--- src/rtl/ip_hdr_check.sv ---
// IPv4 header checker: walks a byte stream, sums 16-bit words for the header
// checksum and captures length, protocol and address fields.
module ip_hdr_check #(
    parameter bit VERIFY_EN = 1'b1
) (
    input  logic        clk,
    input  logic        reset_p,
    input  logic        rx_valid,
    input  logic        rx_sof,
    input  logic [7:0]  rx_data,
    output logic        done,
    output logic        chk_ok,
    output logic        fmt_err,
    output logic [3:0]  ip_hdr_len,
    output logic [15:0] ip_total_len,
    output logic [7:0]  ip_protocol,
    output logic [31:0] src_ip,
    output logic [31:0] dst_ip
);

    typedef enum logic {IDLE, HDR} state_t;

    state_t      state;
    logic [5:0]  cnt;
    logic [31:0] acc;
    logic [7:0]  hi;
    logic [3:0]  ihl;
    logic [15:0] tl_s;
    logic [7:0]  proto_s;
    logic [31:0] src_s;
    logic [31:0] dst_s;

    logic        start;
    logic        take;
    logic        last;
    logic        ver_ok;
    logic        sum_ok;
    logic        len_bad;
    logic [5:0]  idx;
    logic [5:0]  hdr_bytes;
    logic [31:0] acc_n;
    logic [15:0] tl_n;
    logic [7:0]  proto_n;
    logic [31:0] src_n;
    logic [31:0] dst_n;
    logic [16:0] fold1;
    logic [16:0] fold2;

    assign start     = rx_valid & rx_sof;
    assign take      = rx_valid & (rx_sof | (state == HDR));
    assign idx       = start ? 6'd0 : cnt;
    assign hdr_bytes = {ihl, 2'b00};
    assign last      = rx_valid & ~rx_sof & (state == HDR) & (cnt == hdr_bytes - 6'd1);
    assign ver_ok    = (rx_data[7:4] == 4'd4) && (rx_data[3:0] >= 4'd5);

    // Next values of the accumulator and field staging, so the final byte of a
    // header is already folded in when the results are registered.
    always_comb begin
        acc_n   = start ? 32'd0 : acc;
        tl_n    = tl_s;
        proto_n = proto_s;
        src_n   = src_s;
        dst_n   = dst_s;
        if (take) begin
            if (idx[0]) begin
                acc_n = acc + {16'h0000, hi, rx_data};
            end
            case (idx)
                6'd2:    tl_n[15:8] = rx_data;
                6'd3:    tl_n[7:0]  = rx_data;
                6'd9:    proto_n    = rx_data;
                6'd12, 6'd13, 6'd14, 6'd15: src_n = {src_s[23:0], rx_data};
                6'd16, 6'd17, 6'd18, 6'd19: dst_n = {dst_s[23:0], rx_data};
                default: ;
            endcase
        end
    end

    // Two end-around folds are enough: the first leaves at most one carry bit.
    assign fold1   = {1'b0, acc_n[31:16]} + {1'b0, acc_n[15:0]};
    assign fold2   = {1'b0, fold1[15:0]} + {16'h0000, fold1[16]};
    assign sum_ok  = (fold2[15:0] == 16'hFFFF);
    assign len_bad = (tl_n < {10'd0, ihl, 2'b00});

    always_ff @(posedge clk) begin
        if (reset_p) begin
            state        <= IDLE;
            cnt          <= 6'd0;
            acc          <= 32'd0;
            hi           <= 8'd0;
            ihl          <= 4'd0;
            tl_s         <= 16'd0;
            proto_s      <= 8'd0;
            src_s        <= 32'd0;
            dst_s        <= 32'd0;
            done         <= 1'b0;
            chk_ok       <= 1'b0;
            fmt_err      <= 1'b0;
            ip_hdr_len   <= 4'd0;
            ip_total_len <= 16'd0;
            ip_protocol  <= 8'd0;
            src_ip       <= 32'd0;
            dst_ip       <= 32'd0;
        end else begin
            done    <= 1'b0;
            acc     <= acc_n;
            tl_s    <= tl_n;
            proto_s <= proto_n;
            src_s   <= src_n;
            dst_s   <= dst_n;
            if (take && !idx[0]) begin
                hi <= rx_data;
            end
            if (start) begin
                ihl <= rx_data[3:0];
                if (ver_ok) begin
                    state <= HDR;
                    cnt   <= 6'd1;
                end else begin
                    state      <= IDLE;
                    cnt        <= 6'd0;
                    done       <= 1'b1;
                    fmt_err    <= 1'b1;
                    chk_ok     <= (VERIFY_EN == 1'b0);
                    ip_hdr_len <= rx_data[3:0];
                end
            end else if (state == HDR && rx_valid) begin
                if (last) begin
                    state        <= IDLE;
                    cnt          <= 6'd0;
                    done         <= 1'b1;
                    chk_ok       <= VERIFY_EN ? sum_ok : 1'b1;
                    fmt_err      <= len_bad;
                    ip_hdr_len   <= ihl;
                    ip_total_len <= tl_n;
                    ip_protocol  <= proto_n;
                    src_ip       <= src_n;
                    dst_ip       <= dst_n;
                end else begin
                    cnt <= cnt + 6'd1;
                end
            end
        end
    end

endmodule

--- config.mk ---
export PLATFORM = sky130hd
export DESIGN_NAME = ip_hdr_check
export DESIGN_NICKNAME = d
export VERILOG_FILES = /design/src/rtl/ip_hdr_check.sv
export SDC_FILE = /design/constraint.sdc
export NUM_CORES = 1
export LEC_CHECK = 0
export ABC_AREA = 1
export CAP_MARGIN = 25
export CORE_ASPECT_RATIO = 1.1
export CORE_UTILIZATION = 30
export CTS_CLUSTER_DIAMETER = 150
export DETAILED_ROUTE_END_ITERATION = 16
export PLACE_DENSITY = 0.53
export SLEW_MARGIN = 20
export SYNTH_ARGS = -nofsm -noshare
export SYNTH_HDL_FRONTEND = slang
export SYNTH_SLANG_ARGS = --single-unit
--- constraint.sdc ---
create_clock -name clk -period 4.8 [get_ports clk]
set_input_delay 0.48 -clock clk [delete_from_list [all_inputs] [get_ports clk]]
set_output_delay 0.48 -clock clk [all_outputs]
set_load 0.1 [all_outputs]
Word level (Yosys, flattened, before mapping)
Index checks and enable logic that the tools add are counted.
- bitwise logic cells: 8
- multiplexer cells: 37
- multipliers: 0
- $lt $le $gt $ge: 2
- shift-type cells: 0
- reduce and logical (&&, ||, !) cells: 11
- div/mod/pow operators: 0
- eq/ne operators: 15
- add/subtract/negate cells: 5
- operators with widths (operator ; count):
    $mux W32 ; 7
    $add A32 B16 Y32 ; 1
    $mux W8 ; 4
    $eq A6 B4 Y1 const B ; 5
    $eq A6 B5 Y1 const B ; 4
    $mux W6 ; 4
    $add A16 B16 Y17 ; 1
    $mux W1 ; 17
    $add A16 B1 Y16 ; 1
    $eq A16 B16 Y1 const B ; 1
    $lt A16 B6 Y1 ; 1
    $mux W16 ; 1
    $mux W4 ; 4
    $eq A6 B2 Y1 const B ; 2
    $reduce_or A4 Y1 ; 2
    $add A6 B1 Y6 const B ; 1
    $eq A6 B6 Y1 ; 1
    $reduce_and A3 Y1 ; 2
    $sub A6 B1 Y6 const B ; 1
    $and A1 B1 Y1 ; 5
    $eq A4 B3 Y1 const B ; 1
    $ge A4 B3 Y1 const B ; 1
    $reduce_bool A2 Y1 ; 2
    $logic_and A1 B1 Y1 ; 3
    other kinds (5) ; 6
- ROM bits: 0
- output and inout port bits: 95
- bits in latches: 0
- memories: 0
- bits in registers: 234
- word-level logic and storage cells: 95
- bits in writable memories: 0
- input bits: 12

Depth between registers and ports, before layout
Gate-level depths: netlist of the first run.
- depth after elaboration: 10
- depth in mapped cells: 41
- depth with buffers taken out: 41

Worst setup path before layout of the first run
Ideal clock, no wire load.
- path kind: input port to flip-flop
- start point: in rx_data[0]
- end point: reg chk_ok
- arrival: 4.651 ns
- stages: 30
- path slack: 0.078 ns
- path through: ha_1 fa_1 a21oi_1 o21bai_1 nand3_1 nand2_1 a21oi_1 nor3_1 ha_1 fa_1 nand3_2 nand2_2 nand3_1 nand3_1 a21oi_1 inv_1 a21oi_1 o21bai_1 ha_1 ha_1 nand3_1 nor3_1 nand3_1 nor2_1 nand2_1 nor2_1 nand3_1 nor2_1 nand3_1 a21oi_1
- word-level cells in the longest chain between the ends: 9
- elaborated cells on any way between the ends: 13
- those cells by class: 3 x add/sub; 1 x order compare; 2 x eq/ne; 5 x mux; 2 x reduce/logical
- ends and longest elaborated chain (element ; RTL line ; source):
    start: declaration ; 10 ; input logic [7:0] rx_data,
    $add A32 B16 Y32 ; 66 ; acc_n = acc + {16'h0000, hi, rx_data};
    $mux W32 ; 65 ; if (idx[0]) begin
    $mux W32 ; 64 ; if (take) begin
    net acc_n[16] ; 41 ; logic [31:0] acc_n;
    $add A16 B16 Y17 ; 80 ; assign fold1 = {1'b0, acc_n[31:16]} + {1'b0, acc_n[15:0]};
    $add A16 B1 Y16 ; 81 ; assign fold2 = {1'b0, fold1[15:0]} + {16'h0000, fold1[16]};
    $eq A16 B16 Y1 ; 82 ; assign sum_ok = (fold2[15:0] == 16'hFFFF);
    $mux W1 ; 128 ; if (last) begin
    $mux W1 ; 127 ; end else if (state == HDR && rx_valid) begin
    $mux W1 ; 114 ; if (start) begin
    end signal: assignment ; 124 ; chk_ok <= (VERIFY_EN == 1'b0);
    end signal: assignment ; 132 ; chk_ok <= VERIFY_EN ? sum_ok : 1'b1;
    end: declaration ; 12 ; output logic chk_ok,
The timed path passes the listed nets, and every way through them passes these cells. The select of a mux whose other input is x is not followed.
A chain may end at the register's enable or synchronous reset.

Worst setup path in the final report of the first run
- start point: reg acc[0]
- end point: reg chk_ok
- word-level cells in the longest chain between the ends: 9
- elaborated cells on any way between the ends: 10
- those cells by class: 3 x add/sub; 1 x eq/ne; 6 x mux
- ends and longest elaborated chain (element ; RTL line ; source):
    start: declaration ; 25 ; logic [31:0] acc;
    start signal: assignment ; 106 ; acc <= acc_n;
    $add A32 B16 Y32 ; 66 ;
    $mux W32 ; 65 ;
    $mux W32 ; 64 ;
    net acc_n[16] ; 41 ;
    $add A16 B16 Y17 ; 80 ;
    $add A16 B1 Y16 ; 81 ;
    $eq A16 B16 Y1 ; 82 ;
    $mux W1 ; 128 ;
    $mux W1 ; 127 ;
    $mux W1 ; 114 ;
The timed path passes the listed nets, and every way through them passes these cells. The select of a mux whose other input is x is not followed.

==> metrics.cfg, run 1 <==
[pwr]
leakage_nw=6.59
power.switching_mw=1.02
swShare=0.242
internal_power_mw=3.18
ir_drop_v=0.000262
p_seq_frac=0.468
power_density_nw_per_um2=277
power_mw=4.20
clkPwrFrac=0.467
p_comb_frac=0.065

[synth]
ys_seq_area_frac=0.426
yosysMostFrequentCell=nand2_1
synth.area.top_cells=dfxtp_1 (43%), nand2_1 (9.7%), a21oi_1 (8.9%)
ys_ff_latch=234
synth_top_area_frac=0.426
synth_edf_count=0
synthCells=1577
post_synth_num_cell_types=42
yosysTopAreaCell=dfxtp_1
syn_area_per_cell_sq_um=6.98
async_reset_ff_frac=0
syn-num-nets=1630
ys.flop_type=dfxtp_1
synth.top_cells.by_count=nand2_1 (284), nor2_1 (237), dfxtp_1 (234)
synth.yosys.warnings=0
synthesis.area_sq_um=11000

[placement]
routabilityCongestion=0.849
io_buffers=106
place_area_sq_um=13400
dp_hpwl_mm=24.7
place_ws_ns=-0.844

[drt]
ant_nets=0
via_count=10900
wl_per_cell_um=15.0
drt_wl_total_mm=34.6
vias_per_cell=4.73
dr.first_iter.drc_count=567
first_pass_iters=5
drcViolationCount=0

[sta]
max_freq_ghz=0.217
drv_slew=0
worst_pin_slew_ns=1.08
final_hold_viol_count=0
finClkSkew_ns=0.00896
final.setup.tns_ns=0
fin_crit_ns=4.60
finalCritPeriodShare=0.959
finalSetupViolCount=0
worst_slack_ns=0.198
relSlewSlack=0.281

[grt]
grt_overflow=0
antenna_found_initial=2
grt_pass1_vias=10100
grt_pass1_wl_mm=53.9
grt_max_degree=137
grt_use_total=0.181

[floorplan]
core_area_sq_um=36200
die_area_sq_um=37400
initial_core_util=0.304
ios=107
die_h_um=203
fp.dieW_um=185
rows=73

[critical_path]
crit_arrival_ns=5.07
cp-start-kind=flop
cp_slowest_cell=fa_2
path_max_fanout=3
r2r-start=acc[0]$_SDFF_PP0_
end_kind=flop
critical_path_class=flop to flop
slowest_delay_ns=0.43
cp.required_ns=5.27
cp-startpoint=acc[0]$_SDFF_PP0_

[run_status]
status=finished, final reports clean

[cts]
cts_root_buf=clkbuf_16
cts.sinks=234
clockBufferDepth=3
cts_inserted_buffers=25
cts_tree=done
clkTransAtPathRegs_ns=0.07
hold_buffers=0
insertion_delay_ns=0.53
htreeDepth=1

[finish]
syn2layout_area_growth_pct=37.6
n_antenna_cell=0
drive_gt1_frac=0.204
n_fill_cell=3822
fin_nets=1849
stdcell_area_sq_um=15100
post-route-util=0.419

[hold_path]
hold_start=reset_p
min_path_type=input pin to flop

[job]
drv_cap=0

-- power groups by stage --
stage	clock network [mW]	logic, mW	registers, mW
detailed placement	0	0.244	2.01
global placement	0	0.243	2.01
floorplan	0	0.111	2.03
CTS	2.02	0.248	1.96
finish	1.96	0.274	1.97
global route	2.09	0.297	1.97
-- logic make-up (layout without fill, tap and decap cells) --
kind of cell / Yosys count / after routing / share of synthesized area
simple gates: 667 / 667 / 0.253
compound gates: 381 / 381 / 0.178
buf+inv: 238 / 475 / 0.0819
flops: 234 / 234 / 0.426
fa+ha+maj: 41 / 41 / 0.0480
xor+xnor: 8 / 8 / 0.00637
mux: 8 / 8 / 0.00728
-- worst paths after layout --
kind	end	slack, ns	cells past startpoint
max	chk_ok$_SDFFE_PP0P_	0.20	30
min	dst_s[23]$_SDFF_PP0_	0.38	2
max reg2reg	chk_ok$_SDFFE_PP0P_	0.20	30
min reg2reg	chk_ok$_SDFFE_PP0P_	0.47	2
-- worst max-delay path: cells and delay by family, from the launching register on --
kind                     cells  cell delay (ns)
adder cells (fa/ha/maj)      6             1.67
AND/OR/NAND/NOR             16             1.44
AO/OA/AOI/OAI                7             1.01
flip-flops                   1             0.34
buffers and inverters        1             0.08
-- cells in the final DEF, fill, tap and decap left out, types with 14 or more instances in the layout --
cell	Yosys	routed
nand3_1	73	60
dfxtp_2	0	18
a21oi_2	1	14
nor3_1	26	19
o21ai_0	160	155
inv_1	165	156
buf_4	0	145
ha_4	0	18
nand2_1	284	253
dfxtp_1	234	213
clkdlybuf4s50_1	0	97
ha_1	39	20
nand3_2	3	15
a21oi_1	196	180
clkbuf_16	0	25
nand2_2	14	41
nor2_1	237	217
nor2_2	3	15
-- flip-flops by register name, summed over array words and instances, names as in the netlist, 4 cells and up --
signal,flops
src_s,32
dst_s,32
src_ip,32
ip_total_len,16
dst_ip,32
cnt,6
ip_protocol,8
proto_s,8
ip_hdr_len,4
tl_s,16
ihl,4
hi,8
acc,32
-- metal layers --
metal / up-vias / track usage / share of wire
li1: 5599 / - / -
met3: 48 / 0.0287 / 0.048
met1: 5003 / 0.235 / 0.45
met5: - / 0 / 0.00064
met4: 4 / 0.0485 / 0.020
met2: 224 / 0.310 / 0.49
-- cell type report --
type / count / area [sq um] / area share
Tap cell: 487 / 609 / 0.0402
Clock buffer: 31 / 688 / 0.0455
Clock inverter: 14 / 140 / 0.00926
Inverter: 171 / 646 / 0.0426
Sequential cell: 234 / 4720 / 0.312
Timing Repair Buffer: 259 / 2260 / 0.149
Multi-Input combinational cell: 1105 / 6080 / 0.401
-- stage by stage --
step / hold slack [ns] / instances
after CTS: 0.369 / 2278
after global routing: 0.389 / 2301
after global placement: 0.459 / 2231
final: 0.381 / 2301
after detailed placement: 0.464 / 2231
after floorplan: 0.447 / 1577
-- repair_timing --
item,CTS,global route
setup endpoints to repair,1,1
setup buffers,2,22
pin swaps,8,64
gates resized for setup,31,156
cloned,0,0
(Power assumes the default switching activity.)
==> inputs of run 2 (changes only) <==
--- a/config.mk
+++ b/config.mk
@@ -5,7 +5,6 @@
 export SDC_FILE = /design/constraint.sdc
 export NUM_CORES = 1
 export LEC_CHECK = 0
-export ABC_AREA = 1
 export CAP_MARGIN = 25
 export CORE_ASPECT_RATIO = 1.1
 export CORE_UTILIZATION = 30
==> run 2 against run 1 <==
- the run now ends with negative setup slack left
- highest routed layer unchanged
- final cell count decreased by 22%
- first-iteration DRC count shrank 31%
- critical path depth decreased by 2
- register-to-register slack worse by 1.5 ns
- setup slack lost 1.6 ns
- clock skew rose by 0.0063 ns
- combinational power down 32%
- sequential cell count unchanged
==> metrics.cfg, run 2 <==
[drt]
wl_per_cell_um=16.1  ; +6.9%
via_count=8596  ; -21%
dr.first_iter.drc_count=391  ; -31%
first_pass_iters=4  ; -1
drcViolationCount=0  ; unchanged
drt_wl_total_mm=28.8  ; -17%
vias_per_cell=4.80  ; +1.5%
ant_nets=0  ; unchanged

[grt]
grt_use_total=0.165  ; -0.0164
antenna_found_initial=2  ; unchanged
grt_overflow=0  ; unchanged
grt_pass1_wl_mm=45.8  ; -15%
grt_pass1_vias=8403  ; -17%
grt_max_degree=183  ; +34%

[synth]
synthSimpleGateAreaFrac=0.173  ; -0.0798
post_synth_num_cell_types=54  ; +29%
synthesis.area_sq_um=10300  ; -6.7%
synth_compound_area_frac=0.150  ; -0.0280
syn-num-nets=1183  ; -27%
yosysMostFrequentCell=nor2_1
synthCells=1130  ; -28%
synth.top_cells.by_count=nor2_1 (244), dfxtp_1 (234), a211oi_1 (101)
synth_top_family_by_area=simple AND/OR/NAND/NOR gates
synth_edf_count=0  ; unchanged
synthMuxAreaShare=0.0897  ; +0.0824
ys_seq_area_frac=0.456  ; +0.0304
synth_xor_area_frac=0.0452  ; +0.0388
syn_area_per_cell_sq_um=9.09  ; +30%
yosysTopAreaCell=dfxtp_1
synth.area.top_cells=dfxtp_1 (46%), mux2i_1 (9.0%), nor2_1 (8.9%)
synthAdderAreaFrac=0.0514  ; +0.00342
ys.flop_type=dfxtp_1
synth.yosys.warnings=0  ; unchanged
ys_ff_latch=234  ; unchanged
async_reset_ff_frac=0  ; unchanged
synth_top_area_frac=0.456  ; +0.0304

[sta]
rsz0062_at_grt=yes
relSlewSlack=0.283  ; +0.00205
worst_slack_ns=-1.36  ; -1.55 ns
finalSetupViolCount=1  ; +1
finalCritPeriodShare=1.28  ; +0.324
finClkSkew_ns=0.0152  ; +0.00625 ns
worst_pin_slew_ns=1.07  ; -0.00306 ns
drv_slew=0  ; unchanged
fin_crit_ns=6.16  ; +1.55 ns
max_freq_ghz=0.162  ; -25%
final_hold_viol_count=0  ; unchanged

[cts]
insertion_delay_ns=0.54  ; about the same
htreeDepth=1  ; unchanged
clockBufferDepth=3  ; unchanged
clkTransAtPathRegs_ns=0.06  ; about the same
hold_buffers=0  ; unchanged
cts_tree=done
cts_root_buf=clkbuf_16
cts.sinks=234  ; unchanged
cts_inserted_buffers=27  ; +8.0%

[critical_path]
end_kind=flop
crit_arrival_ns=6.61  ; +1.54 ns
critical_path_class=input pin to flop
cp-start-kind=input pin
worstRegToRegCells=32  ; +6.7%
cp.required_ns=5.25  ; -0.02 ns
path_max_fanout=4  ; +1

[floorplan]
rows=70  ; -4.1%
ios=107  ; unchanged
die_h_um=196  ; -3.4%
initial_core_util=0.307  ; +0.00278
fp.dieW_um=178  ; -3.3%
core_area_sq_um=33500  ; -7.5%
die_area_sq_um=35000  ; -6.6%

[finish]
n_antenna_cell=0  ; unchanged
post-route-util=0.410  ; -0.00866
layout_common_cells=nor2_1 (244), dfxtp_1 (232), buf_4 (150)
syn2layout_area_growth_pct=33.6
final_common_cell=nor2_1
fin_nets=1392  ; -25%
drive_gt1_frac=0.160  ; -0.0436
regArea_sq_um=4690  ; -0.66%
multiInputGateArea_sq_um=5350  ; -12%
n_fill_cell=3383  ; -11%

[placement]
dp_hpwl_mm=20.3  ; -18%
routabilityCongestion=0.834  ; -1.8%
place_ws_ns=-2.14  ; -1.30 ns
io_buffers=106  ; unchanged

[run_status]
status=finished, violations left
violations=negative setup slack

[hold_path]
holdPathStages=2  ; unchanged
min_path_type=input pin to flop

[pwr]
ir_drop_v=0.000325  ; +24%
power_density_nw_per_um2=304  ; +9.7%
leakage_nw=5.60  ; -15%

[job]
drv_cap=0  ; unchanged

==> run 2: final timing paths <==
check / from / to / slack, ns
hold / removal: reset_p / done$_SDFF_PP0_ / 0.38
setup reg to reg: acc[0]$_SDFF_PP0_ / chk_ok$_SDFFE_PP0P_ / -1.32
setup / recovery: rx_data[2] / chk_ok$_SDFFE_PP0P_ / -1.36
hold reg to reg: hi[3]$_SDFFE_PP0P_ / hi[3]$_SDFFE_PP0P_ / 0.46
==> run 2: what timing repair did <==
action / CTS / global route
setup endpoints to repair: 1 / 1
setup buffers: 14 / 3
pin swaps: 18 / 13
gates resized for setup: 7 / 4
==> run 2: kinds of logic (layout without fill, tap and decap cells) <==
group	after synthesis	count (layout)
compound gates	220	220
simple gates	399	399
fa+ha+maj	41	41
xor+xnor	53	53
flops	234	234
buf+inv	91	320
mux	92	92
==> run 2: through the flow <==
| stage | area, sq um | std cells | hold slack (ns) | setup TNS (ns) | power [mW] |
|---|---|---|---|---|---|
| 6_report | 13700 | 1791 | 0.383 | -1.36 | 4.17 |
| 2_1_floorplan | 10300 | 1130 | 0.440 | -1.44 | 2.10 |
| 3_5_place_dp | 12700 | 1725 | 0.454 | -2.14 | 2.19 |
| 4_1_cts | 13700 | 1788 | 0.387 | -1.43 | 4.23 |
| 3_3_place_gp | 12700 | 1725 | 0.449 | -2.04 | 2.18 |
| 5_1_grt | 13700 | 1791 | 0.412 | -1.67 | 4.33 |
==> run 2: cell type report <==
cell class              instances  share of cell area
multi-input cells             805               0.390
inverters                      14             0.00383
clock inverters                 8             0.00775
repair buffers                257               0.161
flip-flops and latches        234               0.342
well taps                     432              0.0394
clock buffers                  41              0.0567
==> run 2: worst max-delay path: stages <==
cell and delay (ns):
clkdlybuf4s50_1 0.50, ha_1 0.36, a21o_1 0.18, a2111oi_1 0.43, buf_4 0.18, o21ai_1 0.10, a211oi_2 0.31, o31ai_2 0.14
nand3_1 0.11, xor2_1 0.19, nor2_1 0.10, fa_2 0.39, a211oi_2 0.22, o31ai_2 0.10, o31ai_2 0.27, o21ai_1 0.10
a21o_1 0.17, a21o_1 0.17, a211oi_2 0.19, o21bai_1 0.10, ha_2 0.20, and3_4 0.17, xnor2_1 0.12, nor3_1 0.13
a21oi_1 0.06, or4_1 0.50, or4_4 0.52, o32ai_2 0.10
==> run 2: routing by layer <==
layer / GRT usage / wire length (um) / vias up / part of all wire
met5: 0 / 17 / - / 0.00059
met4: 0.0424 / 590 / 2 / 0.020
met3: 0.0324 / 1340 / 42 / 0.047
met2: 0.268 / 13200 / 141 / 0.46
met1: 0.222 / 13700 / 4031 / 0.47
li1: - / - / 4380 / -
==> run 2: report_power, final <==
part           switching, mW  internal, mW  total [mW]
logic                  0.127        0.0573       0.185
registers            0.00663          1.95        1.96
clock network          0.806          1.23        2.03
